===== config.mk =====
export PLATFORM = sky130hd
export DESIGN_NAME = tile_cell
export DESIGN_NICKNAME = d
export VERILOG_FILES = /design/src/rtl/tile_pkg.sv /design/src/rtl/tile_index_ring.sv /design/src/rtl/tile_cell.sv
export SDC_FILE = /design/constraint.sdc
export NUM_CORES = 1
export LEC_CHECK = 0
export CAP_MARGIN = 20
export CORE_MARGIN = 3
export CORE_UTILIZATION = 36
export CTS_CLUSTER_DIAMETER = 100
export DETAILED_ROUTE_END_ITERATION = 8
export GPL_TIMING_DRIVEN = 1
export PLACE_DENSITY = 0.65
export SYNTH_ARGS = -nofsm -noshare
export SYNTH_HDL_FRONTEND = slang
export SYNTH_SLANG_ARGS = --single-unit

===== constraint.sdc =====
create_clock -name clock -period 1.65 [get_ports clock]
set_input_delay 0.2475 -clock clock [delete_from_list [all_inputs] [get_ports clock]]
set_output_delay 0.2475 -clock clock [all_outputs]
set_load 0.05 [all_outputs]

===== src/rtl/tile_pkg.sv =====
// Shared types and helpers for the brute-force Sudoku cell.
//   state_t    : one-hot FSM state encoding (7 states)
//   tile_len   : number of values per row for a given sub-grid order
//   is_onehot  : true when exactly one bit is set
package tile_pkg;

    typedef enum logic [6:0] {
        ST_RESET    = 7'b000_0001,
        ST_WAITING  = 7'b000_0010,
        ST_INCRIDX  = 7'b000_0100,
        ST_REQUEST  = 7'b000_1000,
        ST_AWAITRSP = 7'b001_0000,
        ST_PASSFWD  = 7'b010_0000,
        ST_PASSBAK  = 7'b100_0000
    } state_t;

    function automatic int unsigned tile_len(input int unsigned grid_order);
        return grid_order * grid_order;
    endfunction

    function automatic logic is_onehot(input logic [63:0] v);
        return $onehot(v);
    endfunction

endpackage


===== src/rtl/tile_index_ring.sv =====
// One-hot rotating candidate index, N+1 bits; bit N means exhausted/empty.
//   clock, reset : system clock, synchronous active-high reset (to empty)
//   clear        : force the index back to empty
//   rotate       : shift up by one, bit N wraps to bit 0
//   cand_next_c  : candidate bits of the index value after this cycle
//   exhausted_c  : empty bit of the index value after this cycle
module tile_index_ring #(
    parameter int unsigned N = 9
) (
    input  logic         clock,
    input  logic         reset,
    input  logic         clear,
    input  logic         rotate,
    output logic [N-1:0] cand_next_c,
    output logic         exhausted_c
);

    localparam logic [N:0] EMPTY = {1'b1, {N{1'b0}}};

    logic [N:0] idx_q;
    logic [N:0] idx_d;

    // Next index: clear wins over rotate.
    always_comb begin
        idx_d = idx_q;
        if (clear) begin
            idx_d = EMPTY;
        end else if (rotate) begin
            idx_d = {idx_q[N-1:0], idx_q[N]};
        end
    end

    always_ff @(posedge clock) begin
        if (reset) begin
            idx_q <= EMPTY;
        end else begin
            idx_q <= idx_d;
        end
    end

    // Look-ahead lets the FSM decide on the freshly rotated index in one cycle.
    assign cand_next_c = idx_d[N-1:0];
    assign exhausted_c = idx_d[N];

endmodule


===== src/rtl/tile_cell.sv =====
// Brute-force Sudoku cell: walks candidate bias indices, asks the shared bias
// module for a value, accepts it if no peer uses it, and passes the control
// token forward on success or backward on exhaustion. Supports clue cells.
//   clock, reset           : system clock, synchronous active-high reset
//   myturn, fromfwd        : token arrival and its direction (1 = backtrack)
//   passfwd, passbak       : one-cycle token hand-off pulses
//   given_load, given_val  : clue load (one-hot, zero clears the clue)
//   rq_valid, rq_ready     : bias request handshake, biasidx one-hot index
//   rsp_valid, valtotry    : bias reply, valcannotbe peer-used value mask
//   value, locked          : cell value (one-hot, 0 = empty), clue flag
//   trycount               : saturating count of consumed bias replies
module tile_cell
    import tile_pkg::*;
#(
    parameter  int unsigned GRID_ORDER = 3,
    parameter  int unsigned TRY_W      = 16,
    localparam int unsigned LEN        = tile_len(GRID_ORDER)
) (
    input  logic             clock,
    input  logic             reset,
    input  logic             myturn,
    input  logic             fromfwd,
    output logic             passfwd,
    output logic             passbak,
    input  logic             given_load,
    input  logic [LEN-1:0]   given_val,
    output logic             rq_valid,
    input  logic             rq_ready,
    output logic [LEN-1:0]   biasidx,
    input  logic             rsp_valid,
    input  logic [LEN-1:0]   valtotry,
    input  logic [LEN-1:0]   valcannotbe,
    output logic [LEN-1:0]   value,
    output logic             locked,
    output logic [TRY_W-1:0] trycount
);

    state_t           state_q,    state_d;
    logic [LEN-1:0]   value_q,    value_d;
    logic             locked_q,   locked_d;
    logic [TRY_W-1:0] trycount_q, trycount_d;
    logic             passfwd_q,  passfwd_d;
    logic             passbak_q,  passbak_d;
    logic             rq_valid_q, rq_valid_d;
    logic [LEN-1:0]   biasidx_q,  biasidx_d;

    logic             ring_clear;
    logic             ring_rotate;
    logic [LEN-1:0]   cand_next_c;
    logic             exhausted_c;

    tile_index_ring #(
        .N (LEN)
    ) u_ring (
        .clock       (clock),
        .reset       (reset),
        .clear       (ring_clear),
        .rotate      (ring_rotate),
        .cand_next_c (cand_next_c),
        .exhausted_c (exhausted_c)
    );

    // Next-state, datapath and Moore output decode.
    always_comb begin
        state_d     = state_q;
        value_d     = value_q;
        locked_d    = locked_q;
        trycount_d  = trycount_q;
        ring_clear  = 1'b0;
        ring_rotate = 1'b0;

        case (state_q)
            ST_RESET: begin
                state_d = ST_WAITING;
            end
            ST_WAITING: begin
                if (given_load) begin
                    if (given_val != '0) begin
                        value_d  = given_val;
                        locked_d = 1'b1;
                    end else begin
                        value_d    = '0;
                        locked_d   = 1'b0;
                        ring_clear = 1'b1;
                    end
                end else if (myturn) begin
                    if (locked_q) begin
                        state_d = fromfwd ? ST_PASSBAK : ST_PASSFWD;
                    end else begin
                        state_d = ST_INCRIDX;
                    end
                end
            end
            ST_INCRIDX: begin
                ring_rotate = 1'b1;
                state_d     = exhausted_c ? ST_PASSBAK : ST_REQUEST;
            end
            ST_REQUEST: begin
                if (rq_ready) begin
                    state_d = ST_AWAITRSP;
                end
            end
            ST_AWAITRSP: begin
                if (rsp_valid) begin
                    if (trycount_q != '1) begin
                        trycount_d = trycount_q + TRY_W'(1);
                    end
                    if ((valtotry == '0) || ((valtotry & valcannotbe) != '0)) begin
                        state_d = ST_INCRIDX;
                    end else begin
                        value_d = valtotry;
                        state_d = ST_PASSFWD;
                    end
                end
            end
            ST_PASSFWD: begin
                state_d = ST_WAITING;
            end
            ST_PASSBAK: begin
                state_d = ST_WAITING;
                if (!locked_q) begin
                    value_d    = '0;
                    ring_clear = 1'b1;
                end
            end
            default: begin
                state_d = ST_RESET;
            end
        endcase

        // Outputs registered from the next state so they line up with it.
        passfwd_d  = (state_d == ST_PASSFWD);
        passbak_d  = (state_d == ST_PASSBAK);
        rq_valid_d = (state_d == ST_REQUEST);
        biasidx_d  = (state_d == ST_REQUEST) ? cand_next_c : '0;
    end

    always_ff @(posedge clock) begin
        if (reset) begin
            state_q    <= ST_RESET;
            value_q    <= '0;
            locked_q   <= 1'b0;
            trycount_q <= '0;
            passfwd_q  <= 1'b0;
            passbak_q  <= 1'b0;
            rq_valid_q <= 1'b0;
            biasidx_q  <= '0;
        end else begin
            state_q    <= state_d;
            value_q    <= value_d;
            locked_q   <= locked_d;
            trycount_q <= trycount_d;
            passfwd_q  <= passfwd_d;
            passbak_q  <= passbak_d;
            rq_valid_q <= rq_valid_d;
            biasidx_q  <= biasidx_d;
        end
    end

    assign passfwd  = passfwd_q;
    assign passbak  = passbak_q;
    assign rq_valid = rq_valid_q;
    assign biasidx  = biasidx_q;
    assign value    = value_q;
    assign locked   = locked_q;
    assign trycount = trycount_q;

endmodule


Yosys cells after proc, flatten, opt, wreduce, memory -nomap -nowiden
Index checks and enable logic that the tools add are counted.
{ "totals": {"rom_bits": 0, "latch_bits": 0, "output_inout_bits": 38, "reg_bits": 55, "mem_bits_rw": 0, "input_bits": 34, "n_memories": 0} }
{ "op_classes": {"mux": 23, "add_sub_neg": 1, "bitwise": 2, "n_mul": 0, "div": 0, "n_shift": 0, "n_reduce_logical": 10, "eq_ne": 15, "order_cmp": 0} }
{ "ops": {"columns": ["operator", "count"], "rows": [
  ["$mux 7", 7],
  ["$mux 9", 5],
  ["$pmux 7 s5", 1],
  ["$pmux 9 s3", 1],
  ["$mux 10", 2],
  ["$reduce_bool 9->1", 2],
  ["$add 16x1->16 const B", 1],
  ["$ne 16x16->1 const B", 1],
  ["$eq 7x4->1 const B", 2],
  ["$eq 7x6->1 const B", 2],
  ["$eq 7x7->1 const B", 2],
  ["$and 9x9->9", 1],
  ["$logic_not 9->1", 1],
  ["$ne 2x2->1 const B", 4],
  ["$eq 7x1->1 const B", 1],
  ["$eq 7x2->1 const B", 1],
  ["$eq 7x3->1 const B", 1],
  ["$eq 7x5->1 const B", 1],
  ["$mux 6", 1],
  ["$mux 1", 5],
  ["$reduce_and 5->1", 1],
  ["$reduce_and 3->1", 1],
  ["$reduce_bool 3->1", 1],
  ["$reduce_or 3->1", 1],
  ["5 further kinds", 5]
]} }

Depth between registers and ports, before layout
Gate-level depths: netlist of run 1.
{ "logic_depth": {"ltp_word": 10, "ltp_mapped": 7, "ltp_nobuf": 6} }

Hierarchy
From an unflattened synthesis of run 1, not the netlist that was laid out.
{ "hier_totals": {"hier_cells": 281, "hier_area_um2": 2563.7} }
{ "modules_own_cells": {"columns": ["module", "n_inst", "area_each_um2", "cells_per_inst"], "rows": [
  ["tile_cell", 1, 2148.3, 236],
  ["tile_index_ring", 1, 415.4, 45]
]} }

Least setup slack after synthesis of run 1
No wires, ideal clock.
{ "synth_path": {"path_type": "register to register", "from": "register trycount_q[2], in the netlist trycount[2]", "to": "register trycount_q[15], in the netlist trycount[15]", "period_less_slack_ps": 2100, "setup_slack_ps": -450, "path_stages_with_launch": 6, "t_required_ps": 1580, "n_path_buf": 0, "arrival_ps": 2030, "cell_sequence": "dfxtp_1 > nand3_1 > or2_2 > a2111o_1 > or3_1 > a21oi_1"} }
{ "synth_via": {"elab_chain_len": 2} }
{ "synth_lines": {"columns": ["item", "line_no", "text"], "rows": [
  ["start: declaration", "tile_cell.sv:41", "logic [TRY_W-1:0] trycount_q, trycount_d;"],
  ["start signal: assignment", "tile_cell.sv:152", "trycount_q <= trycount_d;"],
  ["parallel branches: the longest is 2 deep, another holds $add 16x1->16", null, null]
]} }
Several ways; the timed one is not identified.
A chain may end at the register's enable or synchronous reset.

Final worst setup path of run 1
{ "layout_path": {"from": "register state_q[4]", "to": "register value_q[4], in the netlist value[4]"} }
{ "layout_via": {"elab_chain_len": 3} }
{ "layout_lines": {"columns": ["item", "line_no", "text"], "rows": [
  ["start: declaration", "tile_cell.sv:38", "state_t state_q, state_d;"],
  ["start signal: assignment", "tile_cell.sv:149", "state_q <= state_d;"],
  ["$eq 7x5->1 (tied with other cells)", "tile_cell.sv:72", "case (state_q)"],
  ["$ne 2x2->1 (no line) or $reduce_bool 3->1 (tied branches)", null, null],
  ["$reduce_and 5->1 (no line)", null, null],
  ["end signal: assignment", "tile_cell.sv:150", "value_q <= value_d;"],
  ["end: declaration", "tile_cell.sv:39", "logic [LEN-1:0] value_q, value_d;"]
]} }
Several ways; a longest one is shown, not always the timed one.

==> results of run 1 <==
==> power groups by stage <==
| stage | Sequential, mW | Clock, mW | Combinational (mW) |
|---|---|---|---|
| after floorplan | 1.44 | 0 | 0.232 |
| after global placement | 1.41 | 0 | 0.510 |
| after detailed placement | 1.41 | 0 | 0.516 |
| after CTS | 1.38 | 0.874 | 0.569 |
| after global routing | 1.39 | 0.938 | 0.647 |
| final | 1.38 | 0.864 | 0.603 |
==> logic make-up (layout without fill, tap and decap cells) <==
kind of cell             after synthesis  in the layout
AO/OA/AOI/OAI                         69             70
XOR/XNOR                              15             15
adder cells (fa/ha/maj)                1              1
buffers and inverters                 22            156
flip-flops                            55             55
multiplexers                          10             10
AND/OR/NAND/NOR                      118            118
==> stage by stage <==
step	TNS (ps)	setup slack [ps]	hold slack, ps
after global routing	-4490	-166	341
after detailed placement	-9370	-589	507
after global placement	-8920	-534	500
final	-835	-78.0	323
after CTS	-1060	-69.9	371
after floorplan	-254	-130	408
==> cell type report <==
| type | instances | share of cell area |
|---|---|---|
| inverter | 8 | 0.00707 |
| multi-input combinational | 214 | 0.391 |
| timing repair buffer | 140 | 0.276 |
| clock inverter | 2 | 0.00383 |
| sequential | 55 | 0.271 |
| clock buffer | 6 | 0.0221 |
| tap | 96 | 0.0283 |
==> per-layer routing <==
layer  routed length, µm  vias up  track usage
li1                    -     1331            -
met1                3360     1197        0.238
met2                3550       71        0.283
met3                 382        9       0.0433
met4                 104        0       0.0536
met5                   0        -            0
==> repair_timing <==
action / CTS / global route
endpoints found under the setup margin: 35 / 51
pin swaps: 32 / 20
gates cloned: 2 / 1
setup buffers: 4 / 6
gates resized for setup: 54 / 30
==> worst min path at each step <==
stage               depth (start not counted)  slack [ps]       startpoint              end
finish                                      3         320      valtotry[6]         value[6]
global placement                            2         500  u_ring.idx_q[7]  u_ring.idx_q[7]
CTS                                         3         370      valtotry[6]         value[6]
floorplan                                   2         410      valtotry[0]         value[0]
global route                                3         340      valtotry[6]         value[6]
detailed placement                          2         510  u_ring.idx_q[0]  u_ring.idx_q[0]
==> cells in the mapped netlist (5+ instances only) <==
master	number	area (µm²)
dfxtp_1	55	1100
nor2_1	43	161
a21oi_1	18	90.1
nand2_1	18	67.6
o21ai_0	12	60.1
nand3_1	11	55.1
a311oi_1	10	87.6
mux2i_1	10	100
inv_1	8	30.0
xnor2_1	8	70.1
xor2_1	7	61.3
a211oi_1	6	45.0
buf_2	6	30.0
nand4_1	6	37.5
nor3_1	5	25.0
or3_1	5	31.3
==> state kept, by name, summed over array words and instances (netlist names) <==
name,cells
rq_valid,1
state_q,7
passbak,1
biasidx,9
u_ring.idx_q,10
passfwd,1
locked,1
value,9
trycount,16
==> critical path: stages, from the launching register on <==
cell      delay, ps
dfxtp_4         380
nand3b_1        200
buf_6           150
o311ai_4        100
o31ai_4         300
buf_6           180
a21oi_2          60
a311oi_2        250
==> impl_metrics.json, run 1 <==
{
  "skew_ps": 10.8,
  "die_area_um2": 8150,
  "switching_power_uw": 809,
  "clock.fmax_ghz": 0.579,
  "worstPathArrival_ps": 1950,
  "rsz0062_at_grt": "true",
  "slew_violations": 0,
  "powerDensity_nw_per_um2": 671,
  "synth_top_family_by_area": "simple AND/OR/NAND/NOR gates",
  "grt_start_max_net_pins": 26,
  "holdBufCountCts": 0,
  "synthesis.area_um2": 2560,
  "switching_share": 0.284,
  "clk_pin_slew_ps": 100,
  "place_area_um2": 3750,
  "clk_root_buffer_cell": "clkbuf_8",
  "synth-main-ff-cell": "dfxtp_1",
  "critPathRequiredTime_ps": 1870,
  "layout_common_cells": "buf_4 (99), nor2_1 (41), dfxtp_1 (33), clkdlybuf4s50_1 (24), nand2_1 (17)",
  "drt_wl_total_um": 7400,
  "regToRegSetupSlack_ps": -80,
  "clkPwrFrac": 0.303,
  "synth_compound_area_frac": 0.185,
  "detailroute.via_count": 2608,
  "area.sequential_um2": 1150,
  "dp_hpwl_um": 5300,
  "coreArea_um2": 6830,
  "hold_viol_final": 0,
  "port-buffer-count": 71,
  "vias_per_cell": 5.01,
  "yosysUniqueCellTypes": 55,
  "crit_fanout": 5,
  "power_mw": 2.85,
  "ys_seq_elements": 55,
  "drtAntennaViolNets": 0,
  "worst_pin_slew_ps": 351,
  "synthAdderAreaFrac": 0.00489,
  "io_pins": 72,
  "slew_headroom": 0.764,
  "p_comb_frac": 0.212,
  "critPathCapture": "value[4]",
  "hold_path.class": "in -> reg",
  "crit_path_end_kind": "register",
  "drt_iter0_drc": 93,
  "drv_cap": 0,
  "clkLatencyLatePin_ps": 320,
  "row_count": 30,
  "dr.pass1.iters": 4,
  "rr_startpoint": "state_q[4]",
  "grt_pass1_vias": 2508,
  "yosys_warnings": 0,
  "dpl.cell_count": 500,
  "grt_pass1_wl_um": 12100,
  "cp-start-kind": "register",
  "reg2reg_to": "value[4]",
  "place.gp.congestion": 0.802,
  "start_util": 0.374,
  "seq_area_frac_synth": 0.431,
  "grt_usage": 0.177,
  "synth-xor-area-share": 0.0514,
  "synthSimpleGateAreaFrac": 0.248,
  "synth_edf_count": 0,
  "wl_per_cell_um": 14.2,
  "multi_input_comb_area_um2": 1660,
  "leakagePower_nw": 1.65,
  "cts_tree": "yes",
  "netlist_instances": 290,
  "async_reset_ff_frac": 0,
  "outcome": "finished, violations left",
  "p_int_mw": 2.04,
  "nets": 459,
  "violations": "setup timing",
  "final_cells": 521,
  "final_area_um2": 4250,
  "overflow": 0,
  "fill_cells": 595,
  "antenna_found_initial": 0,
  "setup_violations": 33,
  "clockBufferDepth": 2,
  "pwr-share-seq": 0.485,
  "peakVddDrop_uv": 534,
  "diodes": 0,
  "synthToLayoutAreaGrowth_pct": 66.1,
  "h-tree-depth": 2,
  "fin_crit_sh": 1.05,
  "crit_start": "state_q[4]",
  "postSynthAreaPerCell_um2": 8.82,
  "crit_type": "reg -> reg",
  "synth_nets": 325,
  "die_x_um": 90.3,
  "die_y_um": 90.3,
  "final_common_cell": "buf_4",
  "setup_ws_ps": -78.0,
  "fin_crit_ps": 1730,
  "reg2reg_depth": 7,
  "synth_mux_area_frac": 0.0391,
  "cts_buffers": 5,
  "cts_sinks": 55,
  "drive_gt1_frac": 0.449,
  "drc": 0,
  "post-route-util": 0.622
}
No activity file was read; power rests on OpenSTA's default activity.
==> run 2: changes to the inputs <==
- CORE_UTILIZATION: 36 -> 43
- PLACE_DENSITY: 0.65 -> 0.76
==> run 2 against run 1 <==
Effect of this change: clock skew shrank 2.4 ps; power grew 3.1%; combinational power grew 18%; the flow still finishes with violations (setup timing); die area shrank 15%; final cell count shrank 3.5%.
==> impl_metrics.json, run 2 (synthesized netlist as in run 1, its figures left out) <==
{
  "peakVddDrop_uv": 558,
  "crit_path_end_kind": "register",
  "leakagePower_nw": 1.70,
  "start_util": 0.453,
  "clk_pin_slew_ps": 120,
  "cts_tree": "yes",
  "rr_startpoint": "state_q[0]",
  "holdBufCountCts": 0,
  "final_common_cell": "buf_4",
  "grt_start_max_net_pins": 26,
  "clkPwrFrac": 0.287,
  "clockBufferDepth": 2,
  "grt_pass1_vias": 2798,
  "min_from": "valtotry[2]",
  "holdPathEnd": "value[2]",
  "regToRegSetupSlack_ps": -300,
  "hold_path.class": "in -> reg",
  "layout_common_cells": "buf_4 (96), dfxtp_1 (35), nor2_1 (34), clkdlybuf4s50_1 (28), nand2_1 (15)",
  "cp-start-kind": "register",
  "pwr-share-seq": 0.471,
  "place_area_um2": 3690,
  "drt_wl_total_um": 9830,
  "clk_root_buffer_cell": "clkbuf_8",
  "reg2reg_to": "value[7]",
  "dp_hpwl_um": 5430,
  "power_mw": 2.94,
  "wl_per_cell_um": 19.5,
  "p_comb_frac": 0.242,
  "setup_ws_ps": -297,
  "cts_buffers": 5,
  "fill_cells": 311,
  "reg2reg_depth": 8,
  "nets": 465,
  "drt_iter0_drc": 231,
  "diodes": 0,
  "vias_per_cell": 5.94,
  "clock.fmax_ghz": 0.514,
  "largest_reg_flops": 16,
  "crit_fanout": 10,
  "die_area_um2": 6910,
  "synthToLayoutAreaGrowth_pct": 76.4,
  "port-buffer-count": 71,
  "crit_type": "reg -> reg",
  "switching_share": 0.319,
  "grt_pass1_wl_um": 13700,
  "slew_headroom": 0.728,
  "powerDensity_nw_per_um2": 652,
  "grt_usage": 0.241,
  "final_area_um2": 4510,
  "antenna_found_initial": 0,
  "slew_violations": 0,
  "drtAntennaViolNets": 0,
  "h-tree-depth": 2,
  "setup_violations": 46,
  "outcome": "finished, violations left",
  "die_y_um": 83.1,
  "row_count": 27,
  "coreArea_um2": 5640,
  "rsz0062_at_grt": "true",
  "drive_gt1_frac": 0.513,
  "worstPathArrival_ps": 2160,
  "overflow": 0,
  "post-place-ws_ps": -699,
  "switching_power_uw": 937,
  "place.gp.congestion": 0.852,
  "hold_viol_final": 0,
  "die_x_um": 83.1,
  "p_int_mw": 2.00,
  "critPathRequiredTime_ps": 1860,
  "detailroute.via_count": 2989,
  "violations": "setup timing",
  "skew_ps": 8.45,
  "io_pins": 72,
  "fin_crit_ps": 1950,
  "worst_pin_slew_ps": 408,
  "drc": 0,
  "fin_crit_sh": 1.18,
  "holdPathStages": 3,
  "cts_sinks": 55,
  "clkLatencyLatePin_ps": 330,
  "drv_cap": 0,
  "dr.pass1.iters": 5
}
[run 2: cell count changes in the layout (fill, tap and decap cells not counted), sizes merged]
| cell | before | now |
|---|---|---|
| buf | 107 | 113 |
| clkbuf | 7 | 5 |
| clkdlybuf4s15 | 2 | 0 |
| clkdlybuf4s50 | 24 | 28 |
| clkinv | 0 | 2 |
| clkinvlp | 1 | 0 |
| dlymetal6s2s | 1 | 0 |
[run 2: critical path, stage by stage, from the launching register on]
cell and delay, ps:
dfxtp_1 430, nor2_4 200, buf_4 140, nand2_2 90, buf_4 180, nor2_1 130
buf_4 210, nand2_1 100, a311oi_1 350
[run 2: worst max-delay path by stage]
stage	startpoint	endpoint	slack, ps
floorplan	trycount[14]	trycount[13]	-130
global placement	valtotry[2]	value[0]	-620
detailed placement	valtotry[4]	value[3]	-700
CTS	state_q[6]	value[3]	-80
global route	state_q[2]	value[7]	-390
finish	state_q[0]	value[7]	-300
[run 2: what timing repair did]
item,in CTS,in global routing
buffers inserted,11,10
pin swaps,31,30
endpoints found under the setup margin,41,47
gates cloned,2,0
resized for setup,60,70
[run 2: final cells by class]
| cell class | count | area [µm²] | share of cell area |
|---|---|---|---|
| Timing Repair Buffer | 146 | 1240 | 0.275 |
| Inverter | 8 | 30.0 | 0.00666 |
| Multi-Input combinational cell | 214 | 1900 | 0.420 |
| Sequential cell | 55 | 1150 | 0.255 |
| Tap cell | 72 | 90.1 | 0.0200 |
| Clock inverter | 3 | 33.8 | 0.00749 |
| Clock buffer | 5 | 68.8 | 0.0153 |
[run 2: per-stage QoR]
stage / hold slack, ps / setup TNS (ps) / util / std cells
2_1_floorplan: 408 / -254 / - / 290
3_3_place_gp: 499 / -9830 / 0.654 / 474
4_1_cts: 355 / -705 / 0.729 / 494
6_report: 358 / -7080 / 0.800 / 503
5_1_grt: 404 / -9630 / 0.800 / 503
3_5_place_dp: 506 / -10050 / 0.654 / 474
[run 2: routing by layer]
metal / global-route usage / wire length [µm]
met5: 0 / 0
met4: 0.0921 / 518
met3: 0.0536 / 722
met2: 0.423 / 4840
met1: 0.285 / 3740
[run 2: power groups by stage]
| stage | registers [mW] | logic, mW | clock network (mW) |
|---|---|---|---|
| CTS | 1.38 | 0.607 | 0.831 |
| global route | 1.39 | 0.745 | 0.898 |
| floorplan | 1.44 | 0.232 | 0 |
| finish | 1.39 | 0.713 | 0.843 |
| detailed placement | 1.40 | 0.531 | 0 |
| global placement | 1.40 | 0.526 | 0 |
